$ cat src/rtl/frame_cipher_ctrl_pkg.sv
// Shared types and sizing helpers for the Lorenz-keyed frame cipher controller.
package enc_pkg;
  localparam int DW            = 8;
  localparam int HDR_BYTES_DEF = 54;

  typedef enum logic [2:0] {
    IDLE  = 3'd0,
    HDR   = 3'd1,
    PIX   = 3'd2,
    DRAIN = 3'd3,
    DONE  = 3'd4
  } state_t;

  function automatic int FRAME_BYTES(input int w, input int h, input int bpp, input int hdr);
    return hdr + w * h * bpp;
  endfunction
endpackage

$ cat src/rtl/frame_cipher_ctrl_if.sv
// Stream bundle for the cipher controller: pixel input (s_*), keystream input (k_*), output (m_*).
// Handshake: a beat moves on a rising clk edge where tvalid & tready are both high; a source holds tdata/tvalid until it moves.
interface frame_cipher_ctrl_if import enc_pkg::*; #(parameter int WIDTH = DW) ();
  logic [WIDTH-1:0] s_tdata;
  logic             s_tvalid;
  logic             s_tready;
  logic [WIDTH-1:0] k_tdata;
  logic             k_tvalid;
  logic             k_tready;
  logic [WIDTH-1:0] m_tdata;
  logic             m_tvalid;
  logic             m_tready;
  logic             m_tlast;

  // master: the environment around the controller (sources and sink)
  modport master (
    output s_tdata, s_tvalid, k_tdata, k_tvalid, m_tready,
    input  s_tready, k_tready, m_tdata, m_tvalid, m_tlast
  );

  // slave: the controller itself
  modport slave (
    input  s_tdata, s_tvalid, k_tdata, k_tvalid, m_tready,
    output s_tready, k_tready, m_tdata, m_tvalid, m_tlast
  );
endinterface

$ cat src/rtl/frame_cipher_ctrl_axis_out_reg.sv
// One-deep registered output stage carrying data and last; free says a new beat may load this cycle.
module axis_out_reg #(
  parameter int W = 8
) (
  input  logic         clk,
  input  logic         rst,
  input  logic         flush,
  input  logic         load,
  input  logic [W-1:0] d,
  input  logic         l,
  input  logic         ready,
  output logic         valid,
  output logic [W-1:0] data,
  output logic         last,
  output logic         free
);
  assign free = !valid || ready;

  always_ff @(posedge clk or negedge rst) begin
    if (!rst) begin
      valid <= 1'b0;
      data  <= '0;
      last  <= 1'b0;
    end else if (flush) begin
      valid <= 1'b0;
      data  <= '0;
      last  <= 1'b0;
    end else if (load) begin
      valid <= 1'b1;
      data  <= d;
      last  <= l;
    end else if (ready) begin
      // data is left as-is once drained; last must not linger on an empty stage
      valid <= 1'b0;
      last  <= 1'b0;
    end
  end
endmodule

$ cat src/rtl/frame_cipher_ctrl.sv
// Frame sequencer: header bytes pass through, pixel bytes are XORed with one keystream byte each.
module frame_cipher_ctrl import enc_pkg::*; #(
  parameter int HDR_BYTES = HDR_BYTES_DEF,
  parameter int IMG_W     = 512,
  parameter int IMG_H     = 512,
  parameter int BPP       = 3,
  parameter int CW        = 20
) (
  input  logic                clk,
  input  logic                rst,
  input  logic                start,
  input  logic                abort,
  frame_cipher_ctrl_if.slave  bus,
  output logic                busy,
  output logic                done,
  output logic [CW-1:0]       byte_cnt,
  output state_t              state
);
  localparam int          FRAME    = FRAME_BYTES(IMG_W, IMG_H, BPP, HDR_BYTES);
  localparam logic [CW-1:0] LAST_IDX = CW'(FRAME - 1);
  localparam logic [CW-1:0] HDR_LAST = CW'((HDR_BYTES > 0) ? HDR_BYTES - 1 : 0);
  localparam state_t      FIRST    = (HDR_BYTES > 0) ? HDR : PIX;

  state_t        next_state;
  logic          free;
  logic          s_fire;
  logic          out_valid;
  logic [DW-1:0] load_data;
  logic          load_last;
  logic          can_start;

  assign s_fire    = bus.s_tvalid && bus.s_tready;
  assign load_last = (byte_cnt == LAST_IDX);
  assign can_start = start && (state == IDLE || state == DONE);

  always_ff @(posedge clk or negedge rst) begin
    if (!rst) state <= IDLE;
    else      state <= next_state;
  end

  always_comb begin
    next_state = state;
    if (abort) begin
      next_state = IDLE;
    end else begin
      case (state)
        IDLE, DONE: if (start) next_state = FIRST;
        HDR:        if (s_fire && byte_cnt == HDR_LAST) next_state = PIX;
        PIX:        if (s_fire && byte_cnt == LAST_IDX) next_state = DRAIN;
        DRAIN:      if (out_valid && bus.m_tready) next_state = DONE;
        default:    next_state = IDLE;
      endcase
    end
  end

  // In PIX each ready waits on the other side's valid so pixel and key always move together.
  always_comb begin
    bus.s_tready = 1'b0;
    bus.k_tready = 1'b0;
    load_data    = bus.s_tdata;
    if (!abort) begin
      case (state)
        HDR: bus.s_tready = free;
        PIX: begin
          bus.s_tready = free && bus.k_tvalid;
          bus.k_tready = free && bus.s_tvalid;
          load_data    = bus.s_tdata ^ bus.k_tdata;
        end
        default: ;
      endcase
    end
    busy = (state == HDR) || (state == PIX) || (state == DRAIN);
    done = !abort && (state == DRAIN) && out_valid && bus.m_tready;
  end

  always_ff @(posedge clk or negedge rst) begin
    if (!rst)           byte_cnt <= '0;
    else if (abort)     byte_cnt <= '0;
    else if (can_start) byte_cnt <= '0;
    else if (s_fire)    byte_cnt <= byte_cnt + 1'b1;
  end

  axis_out_reg #(.W(DW)) u_out (
    .clk   (clk),
    .rst   (rst),
    .flush (abort),
    .load  (s_fire),
    .d     (load_data),
    .l     (load_last),
    .ready (bus.m_tready),
    .valid (out_valid),
    .data  (bus.m_tdata),
    .last  (bus.m_tlast),
    .free  (free)
  );

  assign bus.m_tvalid = out_valid;
endmodule

$ cat src/flat_wrapper.sv
// flat-port wrapper written by rule: the top's interface ports become plain ports
module frame_cipher_ctrl_flat import enc_pkg::*;
#(
  parameter int HDR_BYTES = HDR_BYTES_DEF,
  parameter int IMG_W     = 512,
  parameter int IMG_H     = 512,
  parameter int BPP       = 3,
  parameter int CW        = 20
)
  (clk, rst, start, abort, busy, done, byte_cnt, state, bus_s_tdata, bus_s_tvalid, bus_k_tdata, bus_k_tvalid, bus_m_tready, bus_s_tready, bus_k_tready, bus_m_tdata, bus_m_tvalid, bus_m_tlast);
  frame_cipher_ctrl_if #(.WIDTH(8)) bus_i ();
  input  logic clk;
  input  logic rst;
  input  logic start;
  input  logic abort;
  output logic busy;
  output logic done;
  output logic [CW-1:0] byte_cnt;
  output state_t state;
  input wire logic [$bits(bus_i.s_tdata)-1:0] bus_s_tdata;
  input wire logic [$bits(bus_i.s_tvalid)-1:0] bus_s_tvalid;
  input wire logic [$bits(bus_i.k_tdata)-1:0] bus_k_tdata;
  input wire logic [$bits(bus_i.k_tvalid)-1:0] bus_k_tvalid;
  input wire logic [$bits(bus_i.m_tready)-1:0] bus_m_tready;
  output wire logic [$bits(bus_i.s_tready)-1:0] bus_s_tready;
  output wire logic [$bits(bus_i.k_tready)-1:0] bus_k_tready;
  output wire logic [$bits(bus_i.m_tdata)-1:0] bus_m_tdata;
  output wire logic [$bits(bus_i.m_tvalid)-1:0] bus_m_tvalid;
  output wire logic [$bits(bus_i.m_tlast)-1:0] bus_m_tlast;
  assign bus_i.s_tdata = bus_s_tdata;
  assign bus_i.s_tvalid = bus_s_tvalid;
  assign bus_i.k_tdata = bus_k_tdata;
  assign bus_i.k_tvalid = bus_k_tvalid;
  assign bus_i.m_tready = bus_m_tready;
  assign bus_s_tready = bus_i.s_tready;
  assign bus_k_tready = bus_i.k_tready;
  assign bus_m_tdata = bus_i.m_tdata;
  assign bus_m_tvalid = bus_i.m_tvalid;
  assign bus_m_tlast = bus_i.m_tlast;
  frame_cipher_ctrl #(.HDR_BYTES(HDR_BYTES), .IMG_W(IMG_W), .IMG_H(IMG_H), .BPP(BPP), .CW(CW)) u_core (.clk(clk), .rst(rst), .start(start), .abort(abort), .bus(bus_i), .busy(busy), .done(done), .byte_cnt(byte_cnt), .state(state));
endmodule
$ cat config.mk
export PLATFORM = sky130hd
export DESIGN_NAME = frame_cipher_ctrl_flat
export DESIGN_NICKNAME = d
export VERILOG_FILES = /design/src/rtl/frame_cipher_ctrl_pkg.sv /design/src/rtl/frame_cipher_ctrl_if.sv /design/src/rtl/frame_cipher_ctrl_axis_out_reg.sv /design/src/rtl/frame_cipher_ctrl.sv /design/src/flat_wrapper.sv
export SDC_FILE = /design/constraint.sdc
export NUM_CORES = 1
export LEC_CHECK = 0
export CORE_UTILIZATION = 40
export DETAILED_ROUTE_END_ITERATION = 10
export GPL_TIMING_DRIVEN = 0
export PLACE_DENSITY = 0.73
export SLEW_MARGIN = 5
export SYNTH_ARGS = -nofsm -noshare
export SYNTH_HDL_FRONTEND = slang
export SYNTH_SLANG_ARGS = --single-unit
$ cat constraint.sdc
create_clock -name clk -period 1.9 [get_ports clk]
set_input_delay 0.38 -clock clk [delete_from_list [all_inputs] [get_ports clk]]
set_output_delay 0.38 -clock clk [all_outputs]
set_load 0.02 [all_outputs]
# == After elaboration in Yosys (flattened, before gate mapping) ==
# Cells that the tools add are included.
# op_classes
addsub,1
eq_ne,10
bitwise,1
reduce_logical,22
muxes,21
# ops
operator,count
$mux 20,3
$mux 8,3
$add 20x1->20 const B,1
$eq 20x20->1 const B,1
$eq 20x6->1 const B,1
$mux 3,5
$pmux 3 s4,1
$logic_and 1x1->1,10
$ne 3x2->1 const B,3
$mux 1,8
$xor 8x8->8,1
$eq 3x2->1 const B,2
$reduce_bool 3->1,2
$logic_or 1x1->1,4
$reduce_and 4->1,1
$eq 3x1->1 const B,1
$eq 3x3->1 const B,1
$logic_not 3->1,1
$ne 3x3->1 const B,1
$logic_not 1->1,2
$pmux 1 s2,1
$reduce_bool 2->1,1
$reduce_or 2->1,1
# totals
in_bits,23
out_inout_bits,37
wordCells,60
regBits,33

# == Logic depth before layout (Yosys ltp) ==
# depth
word_depth,10
mapped_depth,7
mapped_depth_nobuf,6

# == Cells and area by module ==
# Synthesis repeated with hierarchy kept, for this count alone.
# unflattened
hier_cells,213
area_unflattened_um2,1941.9
# modules_own_cells
mod,seq_area_each_um2,cells_per_inst,area_each_um2,instances
frame_cipher_ctrl,575.6,179,1537.7,1
axis_out_reg,250.2,34,404.1,1

# == Worst setup path after synthesis ==
# No wires, ideal clock.
# synth_timing
kind,flip-flop to output port
startpoint,register u_core.state[2]
endpoint,output bus_k_tready
path_stages_with_launch,4
required_ns,1.520
slack_ns,-0.468
path_buffers,1
arrival_time_ns,1.988
cell_sequence,dfrtp_1 > buf_2 > nor3b_1 > nor4b_1
# synth_between
elab_chain_len,3
# synth_rtl
element,line,rtl
from (decl),frame_cipher_ctrl.sv:17,output state_t state
from (signal assigned),frame_cipher_ctrl.sv:38,else state <= next_state;
$eq 3x2->1,frame_cipher_ctrl.sv:62,case (state)
$mux 1,frame_cipher_ctrl.sv:62,
$mux 1,frame_cipher_ctrl.sv:61,if (!abort) begin
to (decl),flat_wrapper.sv:26,output wire logic [$bits(bus_i.k_tready)-1:0] bus_k_tready;
# No other way between the ends.

# == Worst setup path after layout ==
# layout_timing
startpoint,register u_core.state[2]
endpoint,register u_core.byte_cnt[8]
# layout_between
elab_chain_len,5
elab_cells_between_ends,12
classes_between,3 x eq/ne; 4 x mux; 5 x reduce/logical
# layout_rtl
element,line,rtl
$eq 3x2->1 (tied with other cells),frame_cipher_ctrl.sv:62,
$pmux 1 s2 or $logic_or 1x1->1 (tied branches),"frame_cipher_ctrl.sv:62, frame_cipher_ctrl.sv:34",
$mux 1 or $logic_and 1x1->1 (tied branches),"frame_cipher_ctrl.sv:61, frame_cipher_ctrl.sv:34",
$logic_and 1x1->1 or $mux 20 (tied branches),"frame_cipher_ctrl.sv:32, frame_cipher_ctrl.sv:79",
$reduce_bool 3->1 (no source line) or $mux 20 (tied branches),n/a,
to (signal assigned),frame_cipher_ctrl.sv:80,else if (s_fire) byte_cnt <= byte_cnt + 1'b1;
to (decl),frame_cipher_ctrl.sv:16,"output logic [CW-1:0] byte_cnt,"
# Parallel ways exist; a longest one is shown, timed or not.
# A chain may end at the register's enable or synchronous reset.

==> key figures <==
STA
  • Crit path time final: 1.93 ns
  • Hold slack: 0.167 ns
  • Slew Viols, Final: 0
  • Max frequency: 518 MHz
  • Post-route setup TNS: -0.0289 ns
  • Slew @ Worst Pin: 0.798 ns
  • Setup slack after layout: -0.0289 ns
  • Final Hold Vio Count: 0
  • Worst relative slew slack: 0.468
  • Crit share post-route: 1.02
  • RSZ-0062 raised after global routing: true
  • Setup-failing EPs final: 1
  • Clock Skews: 0.00742 ns

CTS
  • Clk Latency, worst-skew pair: 0.28 ns
  • CTS H-tree depth: 2
  • CTS Buf Count: 5
  • Hold-fix buffers, CTS: 0
  • CTS Root Cell: clkbuf_8
  • CTS tree: yes
  • Reg clk slew, reported paths: 0.07 ns
  • Clock Path Buffers: 2
  • Clock Sink Count: 33

Cells and area
  • Final std cells w/o fill: 339
  • Core Util, Final: 0.646
  • N_diodes: 0
  • Area Growth Syn to Fin: 50.9%
  • Post-layout net count: 311
  • Layout cell share with drive strength beyond 1: 0.226

Critical path
  • Critical path required time: 2.11 ns
  • Slowest CP cell: or4_1
  • Critical path endpoint category: register
  • Worst-path cell chain: buf_6 > nand4bb_1 > a2111o_1 > buf_6 > or4_1 > a21oi_2
  • Startpoint types: register
  • Delay of the slowest cell on the worst path: 0.48 ns
  • RR Endpoint: u_core.byte_cnt[8]$_DFFE_PN0P_
  • R2R Path Start: u_core.state[2]$_DFFE_PN0P_
  • R2R setup slack: -0.03 ns
  • Crit path DAT: 2.14 ns
  • Crit Path Max Fanout: 5
  • Critical path buffers and inverters: 2
  • CP most frequent cell: buf_6
  • Top cell family by delay on the critical path: simple AND/OR/NAND/NOR gates
  • Worst reg-to-reg path cell count: 6
  • CP Class: reg -> reg

Hold path
  • Min-delay worst type: in -> async

Routing
  • Drt total wl: 5.29 mm
  • Drt pass-1 iters: 7
  • Antenna-violating nets left: 0
  • Via-to-Cell Ratio: 5.54
  • WL/cell: 15.6 um
  • Remaining DRCs: 1
  • Vias: 1879
  • DR iter-0 viols: 182

Synth
  • Post-synth top cells: dfrtp_1 (33), nand2_1 (25), a21oi_1 (13), o21ai_0 (13), nand3b_1 (10)
  • Synth top area share: 0.429
  • Asr flop ratio synth: 1.00
  • Cell variety after synth: 43
  • Synth Flop Type: dfrtp_1
  • Post-synth EDFFs: 0
  • Mapped Avg Cell Area: 9.31 um^2
  • Mapped Cells: 207
  • Register area share after synthesis: 0.429
  • Post-Syn Nets: 232
  • Yosys warns: 0
  • #FFs+latches synth: 33
  • Most instantiated library cell after synthesis: dfrtp_1
  • Cell taking the most area after synthesis: dfrtp_1
  • Top post-synthesis cells by area: dfrtp_1 (43%), nand2_1 (4.9%), nand3b_1 (3.9%), mux2i_1 (3.6%), xor2_1 (3.6%)
  • Post-synthesis cell area: 1930 um^2

Floorplanning
  • Die Ht: 71.4 um
  • DIE WIDTH: 71.4 um
  • Die area: 5100 um^2
  • Number of cell rows: 24
  • Core area: 4500 um^2
  • Initial core utilization: 0.428
  • I/O pins: 60

Power and ir drop
  • PwrDens: 491 nW/um^2
  • Peak supply drop: 0.000312 V
  • Leak: 0.00114 uW

Placement
  • Dpl hpwl: 3.65 mm
  • Gpl congestion: 0.786
  • IO buf count: 58
  • Placed Cells: 317

Global route
  • Grt total ovfl: 0
  • GRT Resource Usage Total: 0.219
  • Largest net degree at the start of global routing: 34
  • Initial antenna violation count: 0
  • Number of global-route vias before repair: 1814
  • First-pass GRT wire length: 8.80 mm

Run status
  • Outcome: finished with violations
  • Failing checks: DRC, setup timing

Run
  • MaxCap Viol Count: 0
==> layout by cell type, fill, tap and decap left out, types with 3 or more instances in the layout <==
| master | Yosys | routed |
|---|---|---|
| clkdlybuf4s50_1 | 0 | 51 |
| dfrtp_1 | 33 | 30 |
| nand2_1 | 25 | 25 |
| buf_4 | 1 | 13 |
| a21oi_1 | 13 | 10 |
| o21ai_0 | 13 | 10 |
| nand3b_1 | 10 | 10 |
| nand3_1 | 9 | 9 |
| nor2_1 | 8 | 8 |
| xor2_1 | 8 | 8 |
| mux2i_1 | 7 | 7 |
| inv_1 | 5 | 5 |
| clkbuf_1 | 8 | 5 |
| buf_6 | 2 | 5 |
| or3_1 | 5 | 5 |
| clkbuf_8 | 0 | 5 |
| or4_1 | 5 | 4 |
| buf_2 | 2 | 4 |
| nor3_2 | 0 | 3 |
| clkbuf_2 | 0 | 3 |
| a21oi_2 | 0 | 3 |
| o31ai_1 | 5 | 3 |
| o21ai_1 | 0 | 3 |
| or2_2 | 4 | 3 |
| nor3_1 | 6 | 3 |
| dlygate4sd2_1 | 0 | 3 |
| dfrtp_2 | 0 | 3 |
==> layout make-up <==
class	count	area, um^2
fill	381	1600
multi-input combinational	156	1140
sequential	33	830
timing repair buffer	75	708
clock buffer	6	72.6
buffer	10	67.6
tap	52	65.1
inverter	5	18.8
clock inverter	2	10.0
==> timing repair <==
item,4_1_cts,5_1_grt
gates cloned,1,1
pin swaps,10,9
buffers inserted,11,4
gates resized for setup,29,23
setup endpoints to repair,35,19
==> per-layer routing <==
layer  global-route usage  wire length [um]  vias to the layer above
met5                    0                 0                        -
met4               0.0511                35                        0
met3               0.0338               182                        4
met2                0.358              2630                       45
met1                0.306              2440                      918
li1                     -                 -                      912
==> power breakdown <==
part	internal [uW]	switching (uW)	leakage (uW)	total (uW)
sequential	714	10.4	0.000452	724
combinational	96.4	97.1	0.000647	193
clock	254	256	0.0000450	510
==> worst max path at each step <==
stage	from	endpoint	slack [ns]	depth (start not counted)
2_1_floorplan	u_core.state[0]$_DFFE_PN0P_	u_core.byte_cnt[8]$_DFFE_PN0P_	-0.05	6
3_3_place_gp	bus_m_tready	bus_s_tready	-0.56	4
4_1_cts	u_core.state[2]$_DFFE_PN0P_	u_core.byte_cnt[8]$_DFFE_PN0P_	-0.05	6
6_report	u_core.state[2]$_DFFE_PN0P_	u_core.byte_cnt[8]$_DFFE_PN0P_	-0.03	6
5_1_grt	u_core.state[1]$_DFFE_PN0P_	u_core.byte_cnt[8]$_DFFE_PN0P_	-0.08	6
3_5_place_dp	bus_m_tready	u_core.u_out.last$_DFFE_PN0P_	-0.55	6
==> stage by stage <==
step | area [um^2] | power [uW] | setup slack, ns
2_1_floorplan | 1970 | 811 | -0.0474
3_3_place_gp | 2620 | 916 | -0.556
3_5_place_dp | 2610 | 918 | -0.550
4_1_cts | 2830 | 1440 | -0.0491
5_1_grt | 2910 | 1490 | -0.0830
6_report | 2910 | 1430 | -0.0289
==> state kept, by name, indices dropped and copies added (netlist names) <==
register,count
u_core.u_out.last,1
u_core.u_out.valid,1
u_core.byte_cnt,20
u_core.u_out.data,8
u_core.state,3
==> kinds of logic after synthesis <==
group,after synthesis,share of synthesized area
AO/OA/AOI/OAI,42,0.137
XOR/XNOR,8,0.0364
adder cells (fa/ha/maj),2,0.0130
buffers and inverters,18,0.0461
flip-flops,33,0.429
multiplexers,7,0.0364
AND/OR/NAND/NOR,97,0.303
Note: power is estimated with default switching activity, not from simulation.
